$ cat config.mk
export PLATFORM = sky130hd
export DESIGN_NAME = gf_serial_mult
export DESIGN_NICKNAME = d
export VERILOG_FILES = /design/src/rtl/gf_serial_mult.sv
export SDC_FILE = /design/constraint.sdc
export NUM_CORES = 1
export LEC_CHECK = 0
export CAP_MARGIN = 20
export CORE_MARGIN = 1.5
export CORE_UTILIZATION = 45
export CTS_CLUSTER_DIAMETER = 80
export DETAILED_ROUTE_END_ITERATION = 6
export GPL_TIMING_DRIVEN = 0
export PLACE_DENSITY = 0.73
export SKIP_LAST_GASP = 1
export SLEW_MARGIN = 20
export SYNTH_ARGS = -nofsm -noshare
export SYNTH_HDL_FRONTEND = slang
export SYNTH_SLANG_ARGS = --single-unit
$ cat constraint.sdc
create_clock -name clk -period 4.6 [get_ports clk]
set_input_delay 0.69 -clock clk [delete_from_list [all_inputs] [get_ports clk]]
set_output_delay 0.69 -clock clk [all_outputs]
set_load 0.005 [all_outputs]
$ cat src/rtl/gf_serial_mult.sv
// gf_serial_mult -- bit-serial GF(2^M) multiplier, MSB-first, one multiplier
// bit per clock.
//
// Optional feature macro: GF_MULT_ACC_EN.
//   When it is defined, the block adds an in_acc_clr port and an M-bit
//   accumulator. Each result is XORed into the accumulator.
//
// Parameters
//   M     field degree, which is also the operand and result width (2..32)
//   POLY  low M bits of the field polynomial; the x^M term is implicit
//
// Ports
//   clk         clock; all state updates on the rising edge
//   reset_      asynchronous active-low reset
//   in_valid    operand pair present
//   in_ready    operands accepted this cycle (high only in IDLE)
//   in_a/in_b   multiplicand / multiplier
//   in_acc_clr  start this operation from a zero accumulator (GF_MULT_ACC_EN only)
//   out_valid   result present (high only in DONE)
//   out_ready   consumer takes the result
//   out_y       product; zero outside DONE
//   busy        high in RUN or DONE
//
// state | meaning
// ------+---------------------------------------------------------------
// IDLE  | waiting for operands; in_ready high
// RUN   | M shift-reduce-add steps, multiplier bit r_cnt is consumed
// DONE  | result held on out_y until out_ready
module gf_serial_mult #(
  parameter int              M    = 8,
  parameter logic [M-1:0]    POLY = 8'h1D
) (
  input  logic         clk,
  input  logic         reset_,
  input  logic         in_valid,
  output logic         in_ready,
  input  logic [M-1:0] in_a,
  input  logic [M-1:0] in_b,
`ifdef GF_MULT_ACC_EN
  input  logic         in_acc_clr,
`endif
  output logic         out_valid,
  input  logic         out_ready,
  output logic [M-1:0] out_y,
  output logic         busy
);

  localparam int CW = $clog2(M);

  typedef enum logic [1:0] {S_IDLE, S_RUN, S_DONE} state_t;

  state_t         r_state;
  logic [M-1:0]   r_a;
  logic [M-1:0]   r_b;
  logic [M-1:0]   r_p;
  logic [CW-1:0]  r_cnt;
  logic           r_in_ready;
  logic           r_out_valid;
  logic           r_busy;
  logic [M-1:0]   r_out_y;

  logic [M-1:0]   w_p_next;
  logic [M-1:0]   w_result;

  // Horner step: multiply the partial product by x, reduce by the field
  // polynomial when x^M would appear, then add a if the current bit of b is set.
  assign w_p_next = {r_p[M-2:0], 1'b0}
                  ^ (r_p[M-1]   ? POLY : '0)
                  ^ (r_b[r_cnt] ? r_a  : '0);

`ifdef GF_MULT_ACC_EN
  logic [M-1:0]   r_acc;
  logic           r_clr;
  assign w_result = (r_clr ? '0 : r_acc) ^ w_p_next;
`else
  assign w_result = w_p_next;
`endif

  always_ff @(posedge clk or negedge reset_) begin
    if (!reset_) begin
      r_state     <= S_IDLE;
      r_a         <= '0;
      r_b         <= '0;
      r_p         <= '0;
      r_cnt       <= '0;
      r_in_ready  <= 1'b1;
      r_out_valid <= 1'b0;
      r_busy      <= 1'b0;
      r_out_y     <= '0;
`ifdef GF_MULT_ACC_EN
      r_acc       <= '0;
      r_clr       <= 1'b0;
`endif
    end else begin
      case (r_state)
        S_IDLE: begin
          if (in_valid) begin
            r_a        <= in_a;
            r_b        <= in_b;
            r_p        <= '0;
            r_cnt      <= CW'(M - 1);
`ifdef GF_MULT_ACC_EN
            r_clr      <= in_acc_clr;
`endif
            r_state    <= S_RUN;
            r_in_ready <= 1'b0;
            r_busy     <= 1'b1;
          end
        end
        S_RUN: begin
          r_p <= w_p_next;
          if (r_cnt == '0) begin
            // The result is registered on the last step, so out_y is valid
            // in the same cycle that out_valid rises.
            r_state     <= S_DONE;
            r_out_valid <= 1'b1;
            r_out_y     <= w_result;
          end else begin
            r_cnt <= r_cnt - 1'b1;
          end
        end
        S_DONE: begin
          if (out_ready) begin
`ifdef GF_MULT_ACC_EN
            r_acc       <= r_out_y;
`endif
            r_state     <= S_IDLE;
            r_out_valid <= 1'b0;
            r_out_y     <= '0;
            r_busy      <= 1'b0;
            r_in_ready  <= 1'b1;
          end
        end
        default: begin
          r_state     <= S_IDLE;
          r_out_valid <= 1'b0;
          r_out_y     <= '0;
          r_busy      <= 1'b0;
          r_in_ready  <= 1'b1;
        end
      endcase
    end
  end

  assign in_ready  = r_in_ready;
  assign out_valid = r_out_valid;
  assign out_y     = r_out_y;
  assign busy      = r_busy;

endmodule
==> key figures, run 1 <==
Timing
  • Min Tclk post-route: 2.41 ns
  • Fin. Hold Viols: 0
  • Clk_skew: 0.00448 ns
  • FMAX: 0.414 GHz
  • Slew headroom: 48.0%
  • Setup TNS: 0 ns
  • Worst-margin pin slew: 0.779 ns
  • Final period utilization: 52.5%
  • # setup viols final: 0
  • Slew Viols, Final: 0
  • RSZ-0062 raised after global routing: false

Clock tree
  • # Post-CTS Setup Buffers: 0
  • Clk Latency, worst-skew pair: 0.29 ns
  • Clk sink count: 40
  • Clk pin slew, worst setup/hold paths: 0.07 ns
  • Hold_buf cts: 0
  • CTS buffer count: 5
  • CTS max path bufs: 2
  • Clock root buffer: clkbuf_8
  • CTS resizes: 0
  • Htree depth: 2
  • CTS tree: built

Global routing
  • Tot GR Track Use: 21.8%
  • Antenna violations before repair: 0
  • Gr ovfl total: 0
  • Pin count of the biggest net entering global routing: 28
  • First-pass GRT wire length: 7270 µm
  • Vias in the first global route: 1579

Power and ir drop
  • Reg power frac: 36.9%
  • VDD IR max: 362 µV
  • Clk pwr share: 13.9%
  • Sw frac: 38.6%
  • Internal: 1060 µW
  • Power Dens Cells: 714 nW/µm²
  • P_leak: 0.00113 µW
  • Comb power frac: 49.2%
  • Psw: 669 µW

Synthesis
  • Sequential cell area fraction in the yosys report: 51.3%
  • Number of synthesized flops with an enable pin: 0
  • Synthesized area: 1950 µm²
  • Mapped Cells: 177
  • Largest cells by area after synthesis: dfrtp_1, mux2_2, a211o_1, nand2_1, a21oi_1
  • Share of the synthesized area in the top cell type: 49.9%
  • Average size of a mapped cell: 11.0 µm²
  • Post-synth top cells: dfrtp_1, nand2_1, a211o_1, mux2_2, nor2_1
  • Most frequent cell after synthesis: dfrtp_1
  • Ys Warns: 0
  • Asr flop ratio synth: 100%
  • Yosys cell types: 29
  • Syn Nets: 199
  • Most used DFF post-synth: dfrtp_1
  • Area leader, netlist: dfrtp_1
  • Flops & latches, synth: 40

Worst setup path
  • Worst setup startpoint: out_ready
  • RR Startpoint: r_cnt[0]
  • Endpoint type of the worst setup path: flip-flop
  • Critical path arrival: 2.64 ns
  • Worst Path Max Fanout: 10
  • Startpoint types: input pin
  • WS Path Type: input pin to flip-flop
  • Crit path required time: 4.83 ns

Floorplan
  • Die width: 68.9 µm
  • Die area: 4750 µm²
  • # IOs: 31
  • Chip height: 68.9 µm
  • Num rows: 23
  • CORE AREA: 4090 µm²
  • Initial Util: 47.8%

Detailed routing
  • Drt wl/cell: 16.5 µm
  • Routed WL: 4380 µm
  • Detailed Route Iter0 Violations: 176
  • Pre-antenna DRT Iters: 4
  • DRC: 0
  • Vias/cell: 5.81
  • Vias post-DR: 1546
  • Routed Antenna Nets: 0

Place
  • HPWL Detailed: 3070 µm
  • Area after DPL: 2330 µm²
  • I/O Buffers: 30
  • Placed cells: 258
  • Routability cong.: 0.771

Finish
  • Finished layout cell area: 2420 µm²
  • Area delta synth->final: 23.9%
  • ANT cells: 0
  • Fin cells: 266
  • Finished Core Util: 59.3%
  • Layout cells sized above 1: 16.7%
  • Nets: 237

Job
  • Max cap viols: 0

Outcome
  • Status: finished, final reports clean

Worst hold path
  • Hold Crit Class: input pin to async pin
-- worst max-delay path, stage by stage --
cell and delay (ns):
clkdlybuf4s50_1 0.47, a21oi_1 0.26, a21o_1 0.11, clkbuf_1 0.42
clkbuf_1 0.45, nand2_1 0.13, nand3_1 0.11
-- cells by family after synthesis --
logic type      synth area share [%]
mux                             13.3
buf+inv                         4.42
fa+ha+maj                       1.28
xor+xnor                        1.34
flops                           51.3
compound gates                  12.7
simple gates                    15.7
-- per-stage QoR --
stage                     power, µW  hold slack (ns)  worst slack (ns)
final                          1730            0.285              2.19
after global routing           1860            0.302              2.06
after CTS                      1730            0.296              2.22
after detailed placement       1490            0.487              1.92
after global placement         1450            0.467              1.92
after floorplan                1220            0.394              2.72
-- flip-flops by register name, summed over array words and instances, names as in the netlist --
signal,cells
out_y,8
r_a,8
r_b,8
r_p,8
r_cnt,3
r_state,2
busy,1
in_ready,1
out_valid,1
-- layout make-up --
class | instances | area (µm²)
Timing Repair Buffer | 31 | 315
Tap cell | 50 | 62.6
Clock buffer | 8 | 90.1
Buffer | 11 | 71.3
Sequential cell | 40 | 1000
Inverter | 4 | 15.0
Fill cell | 337 | 1660
Multi-Input combinational cell | 122 | 866
-- path summary, 6_finish.rpt --
check | cells past startpoint | end | slack [ns]
max | 7 | out_y[7] | 2.19
min | 1 | r_a[6] | 0.29
max reg2reg | 8 | out_y[7] | 2.43
min reg2reg | 2 | out_valid | 0.49
max in group asynchronous | 2 | r_a[7] | 3.86
min in group clk | 2 | out_valid | 0.49
-- metal layers --
layer | up-vias | part of all wire [%] | GRT usage (%) | wire length (µm)
li1 | 713 | - | - | -
met1 | 766 | 42 | 25.9 | 1840
met2 | 57 | 50 | 36.2 | 2200
met3 | 10 | 5.5 | 4.87 | 239
met4 | 0 | 2.3 | 12.7 | 102
met5 | - | 0 | 0 | 0
-- cell usage in the layout, fill, tap and decap left out --
| cell type | instances |
|---|---|
| mux4_1 | 2 |
| dfrtp_1 | 39 |
| nand2b_1 | 3 |
| buf_2 | 4 |
| buf_4 | 1 |
| clkbuf_8 | 6 |
| a21oi_1 | 11 |
| xor2_1 | 3 |
| nor3_1 | 1 |
| o2bb2ai_1 | 1 |
| a21o_1 | 1 |
| nand2_1 | 20 |
| buf_6 | 3 |
| nor2b_1 | 2 |
| o21ai_0 | 1 |
| mux2_2 | 17 |
| clkdlybuf4s50_1 | 29 |
| and3_2 | 2 |
| a211o_1 | 18 |
| ha_1 | 2 |
| dfstp_2 | 1 |
| nor2_1 | 12 |
| inv_1 | 4 |
| o22a_1 | 1 |
| buf_12 | 1 |
| and2b_1 | 1 |
| mux2_4 | 1 |
| nand4_1 | 8 |
| o22ai_1 | 1 |
| clkbuf_1 | 6 |
| and3_1 | 6 |
| nand3_1 | 8 |
-- power groups by stage --
| stage | logic (µW) | registers [µW] | clock network [µW] |
|---|---|---|---|
| 4_1_cts | 851 | 636 | 244 |
| 6_report | 851 | 639 | 240 |
| 3_3_place_gp | 816 | 629 | 0 |
| 3_5_place_dp | 848 | 643 | 0 |
| 5_1_grt | 941 | 659 | 264 |
| 2_1_floorplan | 611 | 612 | 0 |
Note: power is estimated with default switching activity, not from simulation.
==> run 2, diff against run 1 <==
==> constraint.sdc (replaced) <==
create_clock -name clk -period 2.4 [get_ports clk]
set_input_delay 0.36 -clock clk [delete_from_list [all_inputs] [get_ports clk]]
set_output_delay 0.36 -clock clk [all_outputs]
set_load 0.005 [all_outputs]
==> run 2 against run 1 <==
Hold slack gained 0.21 ns. Core utilization grew 0.24 points. Sequential share of layout area decreased by 0.17 points.
==> key figures, run 2 (synthesis results as in run 1) <==
Clock tree
  • Clk Latency, worst-skew pair: 0.29 ns (about the same)
  • CTS tree: built (unchanged)
  • Htree depth: 2 (unchanged)
  • Clk pin slew, worst setup/hold paths: 0.07 ns (about the same)
  • CTS max path bufs: 2 (unchanged)
  • CTS buffer count: 5 (unchanged)
  • Clock root buffer: clkbuf_8 (unchanged)
  • Clk sink count: 40 (unchanged)

Detailed routing
  • DRC: 0 (unchanged)
  • Vias post-DR: 1550 (was 1546)
  • Detailed Route Iter0 Violations: 174 (was 176)
  • Vias/cell: 5.81 (about the same)
  • Routed Antenna Nets: 0 (unchanged)
  • Drt wl/cell: 16.5 µm (about the same)
  • Pre-antenna DRT Iters: 4 (unchanged)
  • Routed WL: 4400 µm (was 4380 µm)

Worst setup path
  • RR Startpoint: r_cnt[0] (unchanged)
  • Crit path required time: 2.63 ns (was 4.83 ns)
  • WS Path Type: flip-flop to flip-flop (was input pin to flip-flop)
  • Startpoint types: flip-flop (was input pin)
  • Worst Path Max Fanout: 10 (unchanged)
  • Crit path to: out_y[7] (unchanged)
  • CP most frequent cell: clkbuf_1 (unchanged)
  • Reg2Reg Setup Slack: 0.23 ns (was 2.43 ns)
  • Critical path arrival: 2.40 ns (was 2.64 ns)
  • Endpoint type of the worst setup path: flip-flop (unchanged)
  • CP max stage cell: clkbuf_1 (was clkdlybuf4s50_1)
  • Reg2Reg Depth: 8 (unchanged)
  • Critical path cell sequence: inv_1 > ha_1 > nand2b_1 > a21o_1 > clkbuf_1 > clkbuf_1 > nand2_1 > nand3_1 (was clkdlybuf4s50_1 > a21oi_1 > a21o_1 > clkbuf_1 > clkbuf_1 > nand2_1 > nand3_1)
  • Reg2reg end: out_y[7] (unchanged)
  • Worst setup startpoint: r_cnt[0] (was out_ready)
  • Slowest Stage Delay on Critical Path: 0.44 ns (was 0.47 ns)

Finish
  • Multi-input logic area: 866 µm² (unchanged)
  • Layout cells sized above 1: 16.6% (was 16.7%)
  • FILL cells: 336 (was 337)
  • ANT cells: 0 (unchanged)
  • Area delta synth->final: 24.5% (was 23.9%)
  • Nets: 238 (was 237)
  • Most frequent cells in the layout: dfrtp_1, clkdlybuf4s50_1, nand2_1, a211o_1, mux2_2 (unchanged)
  • Sequential Area: 1000 µm² (unchanged)
  • Finished Core Util: 59.5% (was 59.3%)
  • Commonest non-fill, non-tap cell in the layout: dfrtp_1 (unchanged)

Power and ir drop
  • Comb power frac: 49.3% (was 49.2%)
  • VDD IR max: 695 µV (was 362 µV)
  • P_leak: 0.00114 µW (was 0.00113 µW)
  • Internal: 2040 µW (was 1060 µW)
  • Reg power frac: 36.9% (about the same)
  • Sw frac: 38.7% (was 38.6%)
  • Clk pwr share: 13.9% (about the same)
  • Power Dens Cells: 1370 nW/µm² (was 714 nW/µm²)
  • Psw: 1290 µW (was 669 µW)
  • Pwr Total: 3320 µW (was 1730 µW)

Timing
  • # setup viols final: 0 (unchanged)
  • Setup TNS: 0 ns (unchanged)
  • Slew headroom: 49.1% (was 48.0%)
  • RSZ-0062 raised after global routing: false (unchanged)
  • Worst-margin pin slew: 0.763 ns (was 0.779 ns)
  • Hold Slack: 0.491 ns (was 0.285 ns)
  • Clk_skew: 0.00446 ns (was 0.00448 ns)
  • FMAX: 0.461 GHz
  • Min Tclk post-route: 2.17 ns
  • Fin. Hold Viols: 0 (unchanged)
  • Slew Viols, Final: 0 (unchanged)
  • Final period utilization: 90.3%

Floorplan
  • Num rows: 23 (unchanged)
  • Initial Util: 47.8% (unchanged)
  • Die area: 4750 µm² (unchanged)
  • CORE AREA: 4090 µm² (unchanged)
  • # IOs: 31 (unchanged)
  • Die width: 68.9 µm (unchanged)
  • Chip height: 68.9 µm (unchanged)

Outcome
  • Status: finished, final reports clean (unchanged)

Worst hold path
  • Hold Crit Class: flip-flop to flip-flop (was input pin to async pin)

Global routing
  • First-pass GRT wire length: 7300 µm (was 7270 µm)
  • Vias in the first global route: 1589 (was 1579)
  • Antenna violations before repair: 0 (unchanged)
  • Tot GR Track Use: 21.9% (was 21.8%)
  • Gr ovfl total: 0 (unchanged)
  • Pin count of the biggest net entering global routing: 28 (unchanged)

Job
  • Max cap viols: 0 (unchanged)

Place
  • Routability cong.: 0.771 (unchanged)
  • HPWL Detailed: 3070 µm (unchanged)
  • I/O Buffers: 30 (unchanged)
run 2: worst min path at each step:
stage          startpoint         to  slack, ns  depth (start not counted)
6_report        out_valid  out_valid       0.49                          2
4_1_cts         out_valid  out_valid       0.50                          2
5_1_grt            r_b[4]     r_b[4]       0.52                          1
3_3_place_gp    out_valid  out_valid       0.47                          2
3_5_place_dp       reset_     r_a[6]       0.28                          1
2_1_floorplan      reset_       busy       0.06                          0
run 2: cell type report:
type | instances | area share, %
clock buffers | 8 | 3.70
multi-input cells | 122 | 35.6
well taps | 50 | 2.57
plain buffers | 11 | 2.93
inverters | 4 | 0.617
flip-flops and latches | 40 | 41.2
repair buffers | 32 | 13.4
run 2: repair_timing:
action | in CTS | in global routing
buffers inserted | 0 | 0
endpoints found under the hold margin | 12 | 0
gates resized for setup | 0 | 0
hold buffers | 1 | 0
run 2: layer usage:
layer | GRT usage, % | part of all wire [%] | vias up
met5 | 0 | 0 | -
met3 | 4.87 | 5.7 | 12
met4 | 12.7 | 2.6 | 0
li1 | - | - | 718
met1 | 25.9 | 42 | 764
met2 | 36.4 | 50 | 56
run 2: through the flow:
stage / instance area [µm²] / worst slack [ns] / cells
finish: 2430 / 0.233 / 267
global route: 2430 / 0.0562 / 267
CTS: 2430 / 0.234 / 267
detailed placement: 2330 / 0.0488 / 258
global placement: 2320 / 0.0518 / 257
floorplan: 1950 / 0.578 / 177
run 2: worst max-delay path, delay by kind of cell (launching register included):
| kind | cells | cell delay, ns |
|---|---|---|
| buf+inv | 3 | 0.97 |
| flops | 1 | 0.42 |
| simple gates | 3 | 0.35 |
| fa+ha+maj | 1 | 0.22 |
| compound gates | 1 | 0.12 |
run 2: power groups by stage:
stage | sequential, µW | clock, µW | combinational, µW
floorplan | 1170 | 0 | 1170
global placement | 1210 | 0 | 1560
detailed placement | 1230 | 0 | 1630
CTS | 1220 | 468 | 1630
global route | 1260 | 506 | 1800
finish | 1220 | 460 | 1640
